File: src/rtl/axi_tx.sv
// AXI-Stream transmit end of the dataplane: buffers each incoming frame in a
// word FIFO and releases only committed frames, so dropped frames never reach TX.
module axi_tx #(
  parameter int DATA_WIDTH = 64,
  parameter int DEPTH      = 32
) (
  input  logic                              clk,
  input  logic                              rst_n,
  input  logic                              data_valid_in,
  input  logic [DATA_WIDTH-1:0]             tdata_in,
  input  logic [$clog2(DATA_WIDTH/8)-1:0]   idx_in,
  input  logic                              last_flag_in,
  input  logic                              drop_in,
  output logic                              in_ready,
  output logic                              tvalid,
  output logic [DATA_WIDTH-1:0]             tdata,
  output logic [DATA_WIDTH/8-1:0]           tkeep,
  output logic                              tlast,
  input  logic                              tready,
  output logic [31:0]                       tx_frame_cnt,
  output logic [31:0]                       drop_frame_cnt
);

  localparam int KEEP_W = DATA_WIDTH / 8;
  localparam int IDX_W  = $clog2(KEEP_W);
  localparam int AW     = $clog2(DEPTH);
  localparam int PW     = AW + 1;

  typedef enum logic {
    ACCEPT,
    DISCARD
  } wr_state_e;

  typedef struct packed {
    logic [DATA_WIDTH-1:0] data;
    logic                  last;
    logic [KEEP_W-1:0]     keep;
  } entry_t;

  wr_state_e     state, state_nxt;
  logic [PW-1:0] wr_spec, wr_spec_nxt;
  logic [PW-1:0] wr_commit, wr_commit_nxt;
  logic [PW-1:0] rd;
  logic          full;
  logic          mem_we;
  logic          drop_inc;
  logic          avail;
  logic          load;
  logic [KEEP_W-1:0] last_keep;
  entry_t        wr_entry;
  entry_t        rd_entry;
  entry_t        mem [DEPTH];

  // Occupancy deliberately uses the registered rd: a pop this cycle frees no space.
  assign full     = (wr_spec - rd) == PW'(DEPTH);
  assign in_ready = !full;

  always_comb begin
    last_keep = '0;
    for (int i = 0; i < KEEP_W; i++) begin
      last_keep[i] = (IDX_W'(i) <= idx_in);
    end
  end

  assign wr_entry.data = tdata_in;
  assign wr_entry.last = last_flag_in;
  assign wr_entry.keep = last_flag_in ? last_keep : '1;

  // NOTE: every output of this block gets a default first, so no path can infer a latch.
  always_comb begin
    state_nxt     = state;
    wr_spec_nxt   = wr_spec;
    wr_commit_nxt = wr_commit;
    mem_we        = 1'b0;
    drop_inc      = 1'b0;
    unique case (state)
      ACCEPT: begin
        if (data_valid_in) begin
          if (!full) begin
            if (!last_flag_in) begin
              mem_we      = 1'b1;
              wr_spec_nxt = wr_spec + PW'(1);
            end else if (!drop_in) begin
              mem_we        = 1'b1;
              wr_spec_nxt   = wr_spec + PW'(1);
              wr_commit_nxt = wr_spec + PW'(1);
            end else begin
              wr_spec_nxt = wr_commit;
              drop_inc    = 1'b1;
            end
          end else begin
            // Overflow: rewind to the last commit so no partial frame survives.
            wr_spec_nxt = wr_commit;
            if (last_flag_in) drop_inc  = 1'b1;
            else              state_nxt = DISCARD;
          end
        end
      end
      DISCARD: begin
        if (data_valid_in && last_flag_in) begin
          drop_inc  = 1'b1;
          state_nxt = ACCEPT;
        end
      end
      default: state_nxt = ACCEPT;
    endcase
  end

  // NOTE: all sequential state uses non-blocking assignments so every register
  // samples pre-edge values regardless of process ordering.
  always_ff @(posedge clk or negedge rst_n) begin
    if (!rst_n) begin
      state          <= ACCEPT;
      wr_spec        <= '0;
      wr_commit      <= '0;
      drop_frame_cnt <= '0;
    end else begin
      state     <= state_nxt;
      wr_spec   <= wr_spec_nxt;
      wr_commit <= wr_commit_nxt;
      if (drop_inc) drop_frame_cnt <= drop_frame_cnt + 32'd1;
    end
  end

  // NOTE: the storage array is deliberately left unreset; pointers alone define
  // which entries are valid, and a resettable array would cost a flop per bit.
  always_ff @(posedge clk) begin
    if (mem_we) mem[wr_spec[AW-1:0]] <= wr_entry;
  end

  assign rd_entry = mem[rd[AW-1:0]];
  assign avail    = rd != wr_commit;
  assign load     = (!tvalid || tready) && avail;

  always_ff @(posedge clk or negedge rst_n) begin
    if (!rst_n) begin
      rd           <= '0;
      tvalid       <= 1'b0;
      tdata        <= '0;
      tkeep        <= '0;
      tlast        <= 1'b0;
      tx_frame_cnt <= '0;
    end else begin
      if (load) begin
        rd     <= rd + PW'(1);
        tvalid <= 1'b1;
        tdata  <= rd_entry.data;
        tkeep  <= rd_entry.keep;
        tlast  <= rd_entry.last;
      end else if (tready) begin
        tvalid <= 1'b0;
      end
      if (tvalid && tready && tlast) tx_frame_cnt <= tx_frame_cnt + 32'd1;
    end
  end

endmodule

File: config.mk
export PLATFORM = sky130hd
export DESIGN_NAME = axi_tx
export DESIGN_NICKNAME = d
export VERILOG_FILES = /design/src/rtl/axi_tx.sv
export SDC_FILE = /design/constraint.sdc
export NUM_CORES = 2
export LEC_CHECK = 0
export CAP_MARGIN = 25
export CORE_MARGIN = 1.5
export CORE_UTILIZATION = 40
export DETAILED_ROUTE_END_ITERATION = 8
export DONT_BUFFER_PORTS = 1
export SKIP_CTS_REPAIR_TIMING = 1
export SYNTH_ARGS = -nofsm -noshare
export SYNTH_HDL_FRONTEND = slang
export SYNTH_SLANG_ARGS = --single-unit
File: constraint.sdc
create_clock -name clk -period 7.4 [get_ports clk]
set_input_delay 2.22 -clock clk [delete_from_list [all_inputs] [get_ports clk]]
set_output_delay 2.22 -clock clk [all_outputs]
set_load 0.05 [all_outputs]
==> results by group <==
Global route
  • Initial antenna violation count: 5
  • Total track usage: 0.189
  • GRT overflow: 0
  • First-pass GRT wire length: between 300000 and 400000 µm
  • Largest net degree at the start of global routing: around 160
  • Vias in the first global route: between 40k and 50k

Run
  • Max-cap viol count: 0

Die
  • Starting Density: 0.402
  • Rows: between 150 and 200
  • CORE AREA: roughly 240000 µm²
  • I/O pin count: 212
  • Die W: a little under 500 µm
  • Die height: a little under 500 µm
  • Die ar.: roughly 240000 µm²

Logic synthesis
  • Yosys cell types: 52
  • Cell count after synthesis: about 4.3k
  • Syn_area_per_cell: around 22 µm²
  • Register area share after synthesis: 0.776
  • Number of synthesized flops with an enable pin: around 2.3k
  • Synthesized cell area: around 95000 µm²
  • Yosys Warn Count: 0
  • Predominant post-synthesis flop cell: edfxtp_1
  • Synth Register Bits: between 2k and 2.5k
  • Synth async-reset ratio: 0.0630

Setup path
  • Crit-path cells: inv_4 > ha_1 > nor2b_1 > o22ai_2 > mux2i_1 > o2111ai_2 > nor2_1 > inv_1
  • Crit Path Max Fanout: 57
  • Setup crit end kind: output port
  • Crit start category: flop
  • Worst EP arrival: around 4.5 ns
  • Slowest stage delay, CP: ~1.0 ns
  • CP Data Required Time: between 5 and 6 ns
  • WS Path Type: reg2out
  • Worst path slowest cell: dfrtp_4

Cells and area
  • Synthesis-to-layout area growth: 13.8%
  • Finished Cell Area: ~110000 µm²
  • Most frequent cells in the layout: 2336 x edfxtp_1, 669 x mux4_2, 314 x nand2_1, 284 x clkbuf_16, 152 x dfrtp_1
  • Area of the multi-input gates: 20600 µm²
  • Layout cell share with drive strength beyond 1: 0.258
  • Area occupied by registers: about 74000 µm²
  • Fillcell total: about 20k
  • Total Nets Final: approximately 4.6k
  • Most common cell after layout, fill and taps aside: edfxtp_1

Detailed routing
  • Routed length on met2: 110000 µm
  • Detailed-route wire length: about 230000 µm
  • Wire per inst: roughly 30 µm
  • Post-route ant nets: 0
  • Wl on met1: between 90000 and 100000 µm
  • DRT iter0 DRCs: between 4k and 5k
  • DRC violations left: 0
  • Detail Route met3 WL: 18000 µm
  • Uppermost routed layer: met5
  • Initial DRT Pass Iterations: 5
  • Via count: ~44k
  • Vias per cell: 5.65

Power and ir drop
  • PD cells: approximately 380 nW/µm²
  • Leak Pwr: 0.0345 µW
  • Max IR drop VDD: just over 0.3 mV

Timing
  • Fin crit period: about 6.8 ns
  • TNS Setup: 0 ns
  • Hold Vio Cnt, Final: 0
  • Slew @ Worst Pin: 1.04 ns
  • Tcrit/Tclk final: 0.912
  • Fmax: roughly 0.15 GHz
  • Clock skew: approximately 0.08 ns
  • RSZ-0062 raised after global routing: false
  • Slew Viols, Final: 0
  • Slew margin rel.: 0.302
  • Setup WS post-layout: ~0.65 ns
  • Final setup violation count: 0

Clock tree
  • Reg clk slew, reported paths: ~0.06 ns
  • CTS tree: built
  • Worst-skew pair later-pin latency: roughly 0.9 ns
  • H-Tree Depth: 5
  • Clk sink count: 2493
  • CTS buffer count: 276
  • Root Driver: clkbuf_16
  • Longest Clk Path Bufs: 4

Placement
  • Detail Placement HPWL: 118000 µm
  • IO Port Bufs: 0
  • Post-Place Setup Slack: between 1 and 1.5 ns
  • RePlAce Congestion: approximately 0.75
  • Dpl cell area: roughly 100000 µm²

Hold path
  • Hold Crit Class: reg2reg

Run status
  • Status: finished clean
## report_power, final
part | total (µW) | internal (µW) | switching [µW] | leakage, µW
Clock | 13100 | 7740 | 5310 | 0.00418
Sequential | 17800 | 16300 | 1430 | 0.0230
Combinational | 10300 | 4710 | 5620 | 0.00737
## critical path: cells and delay by family (launching register included)
family                     cells  cell delay [ns]
AOI/OAI and AO/OA              2             0.39
adders and majority gates      1             0.45
buffers and inverters          2             0.79
DFF                            1             1.03
muxes                          1             0.27
and+or+nand+nor                2             0.70
## registers in the layout, summed over array words and instances, names as in the netlist
register / count
tdata: 64
tx_frame_cnt: 32
drop_frame_cnt: 32
rd: 6
mem: 2336
tlast: 1
wr_commit: 6
tvalid: 1
tkeep: 8
state: 1
wr_spec: 6
## kinds of logic after synthesis
logic type / count (synthesis) / synth area share
flip-flops: 2493 / 0.776
multiplexers: 734 / 0.165
AND/OR/NAND/NOR: 525 / 0.0251
buffers and inverters: 242 / 0.0118
AO/OA/AOI/OAI: 204 / 0.0132
XOR/XNOR: 80 / 0.00734
adder cells (fa/ha/maj): 12 / 0.00157
other: 1 / 0.0000393
## cells in the mapped netlist, types with 2 or more instances
| cell | n | area [µm²] |
|---|---|---|
| o21ai_0 | 38 | 190 |
| mux4_2 | 669 | 15100 |
| buf_1 | 22 | 82.6 |
| clkbuf_1 | 113 | 424 |
| buf_4 | 32 | 240 |
| ha_1 | 12 | 150 |
| nand2b_1 | 6 | 37.5 |
| a22oi_1 | 2 | 15.0 |
| nand3_1 | 38 | 190 |
| nor3_1 | 14 | 70.1 |
| edfxtp_1 | 2336 | 70100 |
| o22ai_1 | 2 | 12.5 |
| inv_1 | 13 | 48.8 |
| a311oi_1 | 36 | 315 |
| o21a_1 | 2 | 15.0 |
| o211ai_1 | 2 | 15.0 |
| a21oi_1 | 41 | 205 |
| nor4_1 | 3 | 18.8 |
| and3_1 | 58 | 363 |
| o32ai_1 | 2 | 17.5 |
| mux2_2 | 6 | 67.6 |
| nor4_2 | 9 | 113 |
| xor2_1 | 38 | 333 |
| dfrtp_1 | 157 | 3930 |
| nand2_1 | 314 | 1180 |
| buf_2 | 55 | 275 |
| buf_6 | 2 | 22.5 |
| or3_1 | 4 | 25.0 |
| nor2_1 | 54 | 203 |
| inv_2 | 3 | 11.3 |
| o21ai_1 | 56 | 280 |
| a32oi_1 | 9 | 78.8 |
| nor2b_1 | 3 | 18.8 |
| xnor2_1 | 42 | 368 |
| a2bb2oi_1 | 2 | 17.5 |
| and4_1 | 3 | 26.3 |
| nand4_1 | 11 | 68.8 |
| and2_1 | 2 | 12.5 |
| a31oi_1 | 9 | 56.3 |
| mux2i_1 | 59 | 591 |
## area by class of cell
class / count / share of cell area
inverter: 17 / 0.000772
tap: 3167 / 0.0365
multi-input combinational: 1587 / 0.190
clock inverter: 106 / 0.00882
sequential: 2493 / 0.682
antenna: 2 / 0.0000461
timing repair buffer: 109 / 0.0125
clock buffer: 362 / 0.0695
## final timing paths
path	depth (start not counted)	slack (ns)	to	start
max	8	0.65	in_ready	rd[1]
min	1	0.57	wr_commit[4]	wr_commit[4]
max reg2reg	10	1.61	mem[30][63]	rd[1]
min reg2reg	1	0.57	wr_commit[4]	wr_commit[4]
max in group asynchronous	0	6.03	tdata[57]	rst_n
min in group asynchronous	0	1.02	tdata[41]	rst_n
## routing by layer
| layer | track usage | vias up |
|---|---|---|
| met4 | 0.0508 | 2 |
| li1 | - | 18300 |
| met5 | 0 | - |
| met2 | 0.301 | 1648 |
| met3 | 0.0444 | 352 |
| met1 | 0.263 | 24000 |
## per-stage QoR
stage,total power [µW],hold WS [ns],instances,utilization
CTS,41600,0.568,7834,0.456
global placement,28500,0.564,7364,0.420
global route,42800,0.592,7842,0.457
detailed placement,28600,0.555,7366,0.421
finish,41100,0.566,7843,0.457
floorplan,25300,0.498,4322,-
Power figures use the tool's default switching activity.
